===== config.mk =====
export PLATFORM = sky130hd
export DESIGN_NAME = uart_tx_flat
export DESIGN_NICKNAME = d
export VERILOG_FILES = /design/src/rtl/uart_tx_pkg.sv /design/src/rtl/uart_tx_if.sv /design/src/rtl/uart_baud_gen.sv /design/src/rtl/uart_tx.sv /design/src/flat_wrapper.sv
export SDC_FILE = /design/constraint.sdc
export NUM_CORES = 1
export LEC_CHECK = 0
export CAP_MARGIN = 15
export CORE_AREA = 2 2 53 55
export CTS_BUF_LIST = sky130_fd_sc_hd__clkbuf_4 sky130_fd_sc_hd__clkbuf_8
export CTS_CLUSTER_SIZE = 16
export DETAILED_ROUTE_END_ITERATION = 6
export DIE_AREA = 0 0 55 57
export PLACE_DENSITY = 0.69
export REMOVE_ABC_BUFFERS = 1
export SLEW_MARGIN = 20
export SYNTH_ARGS = -nofsm -noshare
export SYNTH_HDL_FRONTEND = slang
export SYNTH_SLANG_ARGS = --single-unit

===== constraint.sdc =====
create_clock -name clk -period 1.5 [get_ports clk]
set_input_delay 0.225 -clock clk [delete_from_list [all_inputs] [get_ports clk]]
set_output_delay 0.225 -clock clk [all_outputs]
set_load 0.01 [all_outputs]

===== src/rtl/uart_tx_pkg.sv =====
// uart_tx_pkg
// Shared definitions for the UART transmitter (and its uart_rx sibling):
//   - default line rate and clock frequency
//   - frame state encoding (IDLE, START, DATA, PARITY, STOP)
//   - bit-period calculation (clk cycles per bit, integer truncated)
// Optional feature macro used by the importing RTL: UART_TX_PARITY_EN.
package uart_tx_pkg;

    localparam int DEF_BAUD    = 9600;
    localparam int DEF_CLK_FRE = 50_000_000;

    typedef enum logic [2:0] {
        ST_IDLE   = 3'd0,
        ST_START  = 3'd1,
        ST_DATA   = 3'd2,
        ST_PARITY = 3'd3,
        ST_STOP   = 3'd4
    } state_e;

    // Clock cycles per bit; fractional part is dropped.
    function automatic int baud_cnt(input int clk_fre, input int baud);
        return clk_fre / baud;
    endfunction

endpackage


===== src/rtl/uart_tx_if.sv =====
// uart_tx_if
// Byte-level valid/ready handshake into the UART transmitter.
//   data       : byte to send, sampled only when data_valid & data_ready
//   data_valid : producer requests a transfer
//   data_ready : transmitter idle, accepts a byte this cycle
// Modports: master (user logic / TX FIFO), slave (uart_tx).
interface uart_tx_if;

    logic [7:0] data;
    logic       data_valid;
    logic       data_ready;

    modport master (
        output data,
        output data_valid,
        input  data_ready
    );

    modport slave (
        input  data,
        input  data_valid,
        output data_ready
    );

endinterface


===== src/rtl/uart_baud_gen.sv =====
// uart_baud_gen
// Bit-period timer. Counts 0..BAUD_CNT-1 while enable is high and pulses
// bit_tick during the last cycle of each bit period. Held at 0 while
// enable is low, so every enabled stretch starts on a full bit period.
// Ports:
//   clk      : system clock
//   rst      : synchronous reset, active-high
//   enable   : run the counter
//   bit_tick : one-cycle pulse at count == BAUD_CNT-1
module uart_baud_gen
    import uart_tx_pkg::*;
#(
    parameter int BAUD    = DEF_BAUD,
    parameter int CLK_FRE = DEF_CLK_FRE
) (
    input  logic clk,
    input  logic rst,
    input  logic enable,
    output logic bit_tick
);

    localparam int BAUD_CNT = baud_cnt(CLK_FRE, BAUD);
    localparam int CNT_W    = (BAUD_CNT > 1) ? $clog2(BAUD_CNT) : 1;
    localparam logic [CNT_W-1:0] CNT_LAST = CNT_W'(BAUD_CNT - 1);

    logic [CNT_W-1:0] cnt_q, cnt_d;

    always_comb begin
        cnt_d = '0;
        if (enable && (cnt_q != CNT_LAST)) begin
            cnt_d = cnt_q + 1'b1;
        end
    end

    assign bit_tick = enable && (cnt_q == CNT_LAST);

    always_ff @(posedge clk) begin
        if (rst) begin
            cnt_q <= '0;
        end else begin
            cnt_q <= cnt_d;
        end
    end

endmodule


===== src/rtl/uart_tx.sv =====
// uart_tx
// 8N1 UART transmitter. Accepts one byte per valid/ready handshake and
// shifts it out LSB first between one start bit (0) and one stop bit (1).
// tx is a flop fed from the next-state decode, so it is glitch-free and
// can drive a pin directly; it falls on the handshake edge itself.
// Optional feature: define UART_TX_PARITY_EN to insert a parity bit
// (^byte ^ PARITY_ODD) between the data bits and the stop bit.
// Ports:
//   clk  : system clock
//   rst  : synchronous reset, active-high (wins over a same-cycle handshake)
//   bus  : uart_tx_if.slave (data, data_valid in; data_ready out)
//   tx   : serial line, idles high
//   busy : frame in progress, complement of data_ready
module uart_tx
    import uart_tx_pkg::*;
#(
    parameter int BAUD       = DEF_BAUD,
    parameter int CLK_FRE    = DEF_CLK_FRE,
    parameter int PARITY_ODD = 0
) (
    input  logic       clk,
    input  logic       rst,
    uart_tx_if.slave   bus,
    output logic       tx,
    output logic       busy
);

    if (CLK_FRE / BAUD < 2) begin : g_bad_ratio
        $error("uart_tx: CLK_FRE/BAUD must be at least 2");
    end
    if (PARITY_ODD < 0 || PARITY_ODD > 1) begin : g_bad_parity
        $error("uart_tx: PARITY_ODD must be 0 or 1");
    end

    state_e     state_q, state_d;
    logic [7:0] shift_q, shift_d;
    logic [2:0] bit_cnt_q, bit_cnt_d;
    logic       tx_q, tx_d;
    logic       bit_tick;
    logic       handshake;
`ifdef UART_TX_PARITY_EN
    logic       par_q, par_d;
`endif

    uart_baud_gen #(
        .BAUD    (BAUD),
        .CLK_FRE (CLK_FRE)
    ) u_baud_gen (
        .clk      (clk),
        .rst      (rst),
        .enable   (state_q != ST_IDLE),
        .bit_tick (bit_tick)
    );

    assign bus.data_ready = (state_q == ST_IDLE);
    assign busy           = (state_q != ST_IDLE);
    assign handshake      = bus.data_valid && (state_q == ST_IDLE);
    assign tx             = tx_q;

    always_comb begin
        state_d   = state_q;
        shift_d   = shift_q;
        bit_cnt_d = bit_cnt_q;
`ifdef UART_TX_PARITY_EN
        par_d     = par_q;
`endif
        unique case (state_q)
            ST_IDLE: begin
                if (handshake) begin
                    state_d   = ST_START;
                    shift_d   = bus.data;
                    bit_cnt_d = 3'd0;
`ifdef UART_TX_PARITY_EN
                    // Shift register is consumed bit by bit, so keep the
                    // parity of the byte from the handshake.
                    par_d     = (^bus.data) ^ (PARITY_ODD != 0);
`endif
                end
            end
            ST_START: begin
                if (bit_tick) state_d = ST_DATA;
            end
            ST_DATA: begin
                if (bit_tick) begin
                    shift_d   = shift_q >> 1;
                    bit_cnt_d = bit_cnt_q + 3'd1;
                    if (bit_cnt_q == 3'd7) begin
`ifdef UART_TX_PARITY_EN
                        state_d = ST_PARITY;
`else
                        state_d = ST_STOP;
`endif
                    end
                end
            end
`ifdef UART_TX_PARITY_EN
            ST_PARITY: begin
                if (bit_tick) state_d = ST_STOP;
            end
`endif
            ST_STOP: begin
                if (bit_tick) state_d = ST_IDLE;
            end
            default: begin
                state_d = ST_IDLE;
            end
        endcase

        // Line level follows the state being entered, giving a registered tx.
        unique case (state_d)
            ST_START: tx_d = 1'b0;
            ST_DATA:  tx_d = shift_d[0];
`ifdef UART_TX_PARITY_EN
            ST_PARITY: tx_d = par_d;
`endif
            default:  tx_d = 1'b1;
        endcase
    end

    always_ff @(posedge clk) begin
        if (rst) begin
            state_q   <= ST_IDLE;
            shift_q   <= 8'h00;
            bit_cnt_q <= 3'd0;
            tx_q      <= 1'b1;
`ifdef UART_TX_PARITY_EN
            par_q     <= 1'b0;
`endif
        end else begin
            state_q   <= state_d;
            shift_q   <= shift_d;
            bit_cnt_q <= bit_cnt_d;
            tx_q      <= tx_d;
`ifdef UART_TX_PARITY_EN
            par_q     <= par_d;
`endif
        end
    end

endmodule


===== src/flat_wrapper.sv =====
// flat-port wrapper written by rule: the top's interface ports become plain ports
module uart_tx_flat import uart_tx_pkg::*;
#(
    parameter int BAUD       = DEF_BAUD,
    parameter int CLK_FRE    = DEF_CLK_FRE,
    parameter int PARITY_ODD = 0
)
  (clk, rst, tx, busy, bus_data, bus_data_valid, bus_data_ready);
  uart_tx_if bus_i ();
  input  logic clk;
  input  logic rst;
  output logic tx;
  output logic busy;
  input wire logic [$bits(bus_i.data)-1:0] bus_data;
  input wire logic [$bits(bus_i.data_valid)-1:0] bus_data_valid;
  output wire logic [$bits(bus_i.data_ready)-1:0] bus_data_ready;
  assign bus_i.data = bus_data;
  assign bus_i.data_valid = bus_data_valid;
  assign bus_data_ready = bus_i.data_ready;
  uart_tx #(.BAUD(BAUD), .CLK_FRE(CLK_FRE), .PARITY_ODD(PARITY_ODD)) u_core (.clk(clk), .rst(rst), .bus(bus_i), .tx(tx), .busy(busy));
endmodule

==> results_dict.tcl, run 1 <==
set metrics [dict create \
    final-setup-viol-count 21 \
    grt_pass1_wl_um 4843 \
    final_area_um2 1868 \
    worst_skew_pair.late_latency_ns 0.35 \
    final_max_slew_viol_count 0 \
    synth_edf_count 0 \
    synth_top_area_cell "dfxtp_1" \
    dieArea_um2 3135 \
    synth_cells 138 \
    synth_common_cells "28 x dfxtp_1, 22 x nor2_1, 14 x nand2_1, 13 x a21oi_1, 6 x a22oi_1" \
    yosysMostFrequentCell "dfxtp_1" \
    root_buffer "clkbuf_4" \
    start_util 0.4742 \
    min_path_type "in2reg" \
    hpwl_um 1963 \
    core_um2 2615 \
    ys_seq_area_frac 0.4521 \
    final_nets 201 \
    hold_path_depth 3 \
    worst-setup-path-type "reg2reg" \
    viasPerCell 5.442 \
    grt_max_degree 17 \
    powerDensity_nw_per_um2 791.5 \
    drt-total-wl_um 3181 \
    grt_pass1_vias 1069 \
    max_slew.worst_pin.slew_ns 0.3000 \
    path_buf_inv 0 \
    fp.dieH_um 57 \
    hold_viol_final 0 \
    areaGrowthSynthToFinish_pct 50.66 \
    cpLargestDelayFamily "simple AND/OR/NAND/NOR gates" \
    boundaryPins 14 \
    ys_top_cells_by_area "dfxtp_1 45%, nor2_1 6.7%, a21oi_1 5.2%" \
    peakVddDrop_mv 0.6954 \
    finalCritPeriodShare 1.051 \
    leakage_nw 0.6826 \
    required_ns 1.78 \
    vias 1181 \
    worstPathArrival_ns 1.86 \
    grt_usage 0.2127 \
    outcome "finished, violations left" \
    grt-ovfl-total 0 \
    final_util 0.7144 \
    rows 19 \
    cts.sinks 28 \
    reg2reg_depth 5 \
    slowest_delay_ns 0.43 \
    critical_path_depth 5 \
    max-clock-path-buffers 2 \
    synth_top_cell_area_share 0.4521 \
    antenna_found_initial 0 \
    path_cells "ha_4 > and4b_2 > and3_4 > or3_4 > nor2_1" \
    synth_seq_cells 28 \
    ant_nets 0 \
    globalplace.congestion 0.7711 \
    drc 0 \
    path_max_fanout 6 \
    clock-skew-final_ns 0.02089 \
    cts_tree "built" \
    slew_headroom 0.7997 \
    synth.distinct_cells 36 \
    synth.avg_cell_area_um2 8.985 \
    grt_setup_unrepaired "yes" \
    drv_cap 0 \
    period_needed_ns 1.576 \
    drtIter0Drc 13 \
    worst_slack_ns -0.07599 \
    fmax_ghz 0.6345 \
    violations "negative setup slack" \
    worstSetupEndpointType "flop" \
    async_flop_share 0 \
    io_buffers 13 \
    yosysWarnings 0 \
    placed_area_um2 1612 \
    wire_per_inst_um 14.66 \
    cp_slowest_cell "or3_4" \
    firstDrtPassIters 4 \
    drive_gt1_frac 0.4301 \
    htree_num_levels 1 \
    antenna_cells 0 \
    cts_buffers 3 \
    clkTransAtPathRegs_ns 0.18 \
    cp-start-kind "flop" \
    die_x_um 55 \
    ys.flop_type "dfxtp_1" \
    netlist_area_um2 1240 \
]
==> per-layer routing <==
layer	up-vias	part of all wire	GRT usage
met4	0	0.028	0.1115
met1	572	0.46	0.2776
li1	583	-	-
met3	8	0.023	0.03141
met5	-	0	0
met2	18	0.49	0.3333
==> state kept, by name, summed over array words and instances, names as in the netlist <==
name                     cells
u_core.tx                    1
u_core.state_q               3
u_core.shift_q               8
u_core.u_baud_gen.cnt_q     13
u_core.bit_cnt_q             3
==> worst register-to-register path, delay by kind of cell, from the launching register on <==
family	cells	cell delay, ns
adders and majority gates	1	0.16
DFF	1	0.37
and+or+nand+nor	4	0.97
==> timing repair <==
item	CTS	global route
gates cloned	1	0
pin swaps	10	21
gates resized for setup	32	21
buffers inserted	4	1
hold endpoints to repair	0	0
hold buffers	0	0
endpoints found under the setup margin	28	28
==> cell type report <==
type                    count  area (um2)
clock inverters             1       30.03
repair buffers             47       415.4
clock buffers               3       22.52
inverters                   4       17.52
flip-flops and latches     28       571.8
well taps                  31       38.79
multi-input cells         103       772.0
fillers                   190       747.0
==> power breakdown <==
group / internal (mW) / leakage (nW) / switching (mW)
sequential: 0.766 / 0.232 / 0.0123
clock: 0.270 / 0.0279 / 0.246
combinational: 0.103 / 0.423 / 0.0808
==> through the flow <==
step	worst slack [ns]	setup TNS, ns	hold WS (ns)	power (mW)	cells
2_1_floorplan	-0.05723	-0.4861	0.2941	0.8498	134
5_1_grt	-0.1453	-2.023	0.4979	1.523	217
4_1_cts	-0.005648	-0.005648	0.4661	1.438	216
3_5_place_dp	-0.1027	-1.815	0.4462	0.9352	207
3_3_place_gp	-0.06333	-0.7753	0.4417	0.9302	207
6_report	-0.07599	-0.8881	0.4584	1.478	217
==> cells by family (layout without fill, tap and decap cells) <==
logic type                 after synthesis  in the layout  share of synthesized area
AOI/OAI and AO/OA                       28             28                     0.1352
xor gates and xnor gates                10             10                    0.07063
adders and majority gates                3              3                    0.03028
buffers and inverters                    8             55                    0.03430
DFF                                     28             28                     0.4521
muxes                                    1              1                   0.008073
and+or+nand+nor                         60             61                     0.2694
==> cell usage in the layout (no fill, tap or decap), types with 2 or more instances in the layout <==
cell,instances
or3_4,4
nor2_1,18
xor2_1,5
dfxtp_1,19
o21ai_0,2
o211ai_1,2
buf_4,30
clkbuf_4,3
nand4_1,2
a21oi_2,2
buf_6,4
clkdlybuf4s50_1,11
ha_1,2
xnor2_1,5
a21oi_1,11
nand3_1,4
dfxtp_2,9
inv_1,3
a31oi_1,3
a22oi_2,5
nand2_1,14
nor2_2,4
==> worst paths after layout <==
path / start / endpoint / slack (ns)
setup / recovery: u_core.u_baud_gen.cnt_q[1]$_SDFF_PP0_ / u_core.u_baud_gen.cnt_q[5]$_SDFF_PP0_ / -0.08
hold / removal: bus_data[7] / u_core.shift_q[7]$_SDFFE_PP0P_ / 0.46
setup reg to reg: u_core.u_baud_gen.cnt_q[1]$_SDFF_PP0_ / u_core.u_baud_gen.cnt_q[5]$_SDFF_PP0_ / -0.08
hold reg to reg: u_core.shift_q[3]$_SDFFE_PP0P_ / u_core.shift_q[3]$_SDFFE_PP0P_ / 0.48
Note: power is estimated with default switching activity, not from simulation.
==> run 2: changes to the inputs <==
--- a/config.mk
+++ b/config.mk
@@ -5,7 +5,6 @@
 export SDC_FILE = /design/constraint.sdc
 export NUM_CORES = 1
 export LEC_CHECK = 0
-export CAP_MARGIN = 15
 export CORE_AREA = 2 2 53 55
 export CTS_BUF_LIST = sky130_fd_sc_hd__clkbuf_4 sky130_fd_sc_hd__clkbuf_8
 export CTS_CLUSTER_SIZE = 16
==> results of run 2 <==
Final layout, timing and power as in run 1 (identical DEF).
==> run 3: changes to the inputs <==
--- a/config.mk
+++ b/config.mk
@@ -5,12 +5,12 @@
 export SDC_FILE = /design/constraint.sdc
 export NUM_CORES = 1
 export LEC_CHECK = 0
-export CORE_AREA = 2 2 53 55
+export CORE_AREA = 2 2 55 57
 export CTS_BUF_LIST = sky130_fd_sc_hd__clkbuf_4 sky130_fd_sc_hd__clkbuf_8
 export CTS_CLUSTER_SIZE = 16
 export DETAILED_ROUTE_END_ITERATION = 6
-export DIE_AREA = 0 0 55 57
-export PLACE_DENSITY = 0.69
+export DIE_AREA = 0 0 57 59
+export PLACE_DENSITY = 0.65
 export REMOVE_ABC_BUFFERS = 1
 export SLEW_MARGIN = 20
 export SYNTH_ARGS = -nofsm -noshare
==> run 3 against run 2 <==
Effect of this change:
- combinational power is 8% lower
- utilization is 6.6 points lower
- critical endpoint is now u_core.tx$_SDFF_PP1_
- highest routed layer unchanged
- sequential cell count did not move
- hold slack better by 0.014 ns
- the run still ends with negative setup slack left
==> results_dict.tcl, run 3 (synthesis gave the netlist of run 1 again) <==
set metrics [dict create \
    outcome "finished, violations left" \
    cts_tree "built" \
    fmax_ghz 0.6663 \
    core_um2 2710 \
    rows 19 \
    path_cells "ha_4 > and4b_1 > and3_4 > o221ai_2 > a31oi_1 > a21oi_1" \
    worstPathArrival_ns 1.73 \
    worstSetupEndpointType "flop" \
    clkTransAtPathRegs_ns 0.15 \
    final_max_slew_viol_count 0 \
    dp.cells 206 \
    htree_num_levels 1 \
    multi_input_area_um2 726.9 \
    drive_gt1_frac 0.3552 \
    grt_usage 0.1751 \
    required_ns 1.72 \
    globalplace.congestion 0.8949 \
    firstDrtPassIters 4 \
    ant_nets 0 \
    clock-skew-final_ns 0.004698 \
    final_cells 214 \
    nFillCells 235 \
    areaGrowthSynthToFinish_pct 41.67 \
    vias 1143 \
    worst_skew_pair.late_latency_ns 0.32 \
    leakage_nw 0.6552 \
    cpLargestDelayFamily "simple AND/OR/NAND/NOR gates" \
    powerDensity_nw_per_um2 745.8 \
    hpwl_um 1926 \
    violations "negative setup slack" \
    antenna_found_initial 0 \
    drv_cap 0 \
    min_path_type "reg2reg" \
    top_regs "u_core.u_baud_gen.cnt_q: 13 flops, u_core.shift_q: 8 flops" \
    drt-total-wl_um 2765 \
    drc 0 \
    total_power_mw 1.310 \
    cts.sinks 28 \
    top_register "u_core.u_baud_gen.cnt_q" \
    grt_max_degree 16 \
    final_common_cell "buf_4" \
    grt-ovfl-total 0 \
    wire_per_inst_um 12.92 \
    grt_setup_unrepaired "yes" \
    root_buffer "clkbuf_4" \
    fp.dieH_um 59 \
    dieArea_um2 3363 \
    path_max_fanout 6 \
    cp_slowest_cell "dfxtp_2" \
    worst_slack_ns -0.0008625 \
    hold_path_depth 2 \
    period_needed_ns 1.501 \
    finalCritPeriodShare 1.001 \
    io_buffers 13 \
    place_ws_ns -0.1177 \
    final_util 0.6482 \
    slowest_delay_ns 0.38 \
    slew_headroom 0.8185 \
    layout_common_cells "29 x buf_4, 21 x nor2_1, 20 x dfxtp_1" \
    grt_pass1_wl_um 4643 \
    hold_viol_final 0 \
    cts_buffers 3 \
    final-setup-viol-count 1 \
    worst-setup-path-type "reg2reg" \
    viasPerCell 5.341 \
    die_x_um 57 \
    boundaryPins 14 \
    critical_path_depth 6 \
    regArea_um2 570.5 \
    grt_pass1_vias 1070 \
    max-clock-path-buffers 2 \
    peakVddDrop_mv 0.7271 \
    reg2reg_depth 6 \
    antenna_cells 0 \
    placed_area_um2 1592 \
    cp-start-kind "flop" \
    max_slew.worst_pin.slew_ns 0.2719 \
    drtIter0Drc 32 \
    final_area_um2 1757 \
    path_buf_inv 0 \
    start_util 0.4575 \
    final_nets 198 \
    largest_reg_flops 13 \
]
run 3: per-layer routing:
| metal | vias up | share of wire | routed length (um) | GRT usage |
|---|---|---|---|---|
| li1 | 580 | - | - | - |
| met1 | 538 | 0.48 | 1314 | 0.2157 |
| met2 | 23 | 0.48 | 1335 | 0.3218 |
| met3 | 2 | 0.037 | 102 | 0.02183 |
| met4 | 0 | 0.0047 | 13 | 0.04983 |
| met5 | - | 0 | 0 | 0 |
run 3: repair_timing:
| item | CTS | global route |
|---|---|---|
| pin swaps | 14 | 12 |
| resized for setup | 24 | 12 |
| cloned | 1 | 0 |
| buffers inserted | 1 | 2 |
| hold buffers | 0 | 0 |
| setup endpoints to repair | 28 | 26 |
run 3: final cells by class:
type	count	share of cell area
Multi-Input combinational cell	103	0.4138
Inverter	4	0.009972
Clock buffer	4	0.02066
Timing Repair Buffer	44	0.2087
Tap cell	31	0.02208
Sequential cell	28	0.3248
run 3: worst min-delay path: stages, from the launching register on:
cell     delay (ns)
dfxtp_1        0.34
nand2_1        0.05
a21oi_1        0.05
run 3: path summary, 6_finish.rpt:
check / start / to / slack (ns)
min: u_core.shift_q[3]$_SDFFE_PP0P_ / u_core.shift_q[3]$_SDFFE_PP0P_ / 0.47
max: u_core.u_baud_gen.cnt_q[0]$_SDFF_PP0_ / u_core.tx$_SDFF_PP1_ / -0.0009
min reg2reg: u_core.shift_q[3]$_SDFFE_PP0P_ / u_core.shift_q[3]$_SDFFE_PP0P_ / 0.47
max reg2reg: u_core.u_baud_gen.cnt_q[0]$_SDFF_PP0_ / u_core.tx$_SDFF_PP1_ / -0.0009
run 3: stage by stage:
step,hold WS (ns),TNS [ns]
floorplan,0.2941,-0.4861
global placement,0.4418,-0.7033
detailed placement,0.4518,-1.698
CTS,0.4713,-0.07847
global route,0.4930,-0.7077
finish,0.4723,-0.0008625
run 3: power by group:
part | internal (mW) | total, mW | switching, mW | leakage, nW
logic | 0.0975 | 0.170 | 0.0725 | 0.403
clock network | 0.148 | 0.364 | 0.215 | 0.0210
registers | 0.765 | 0.776 | 0.0112 | 0.231
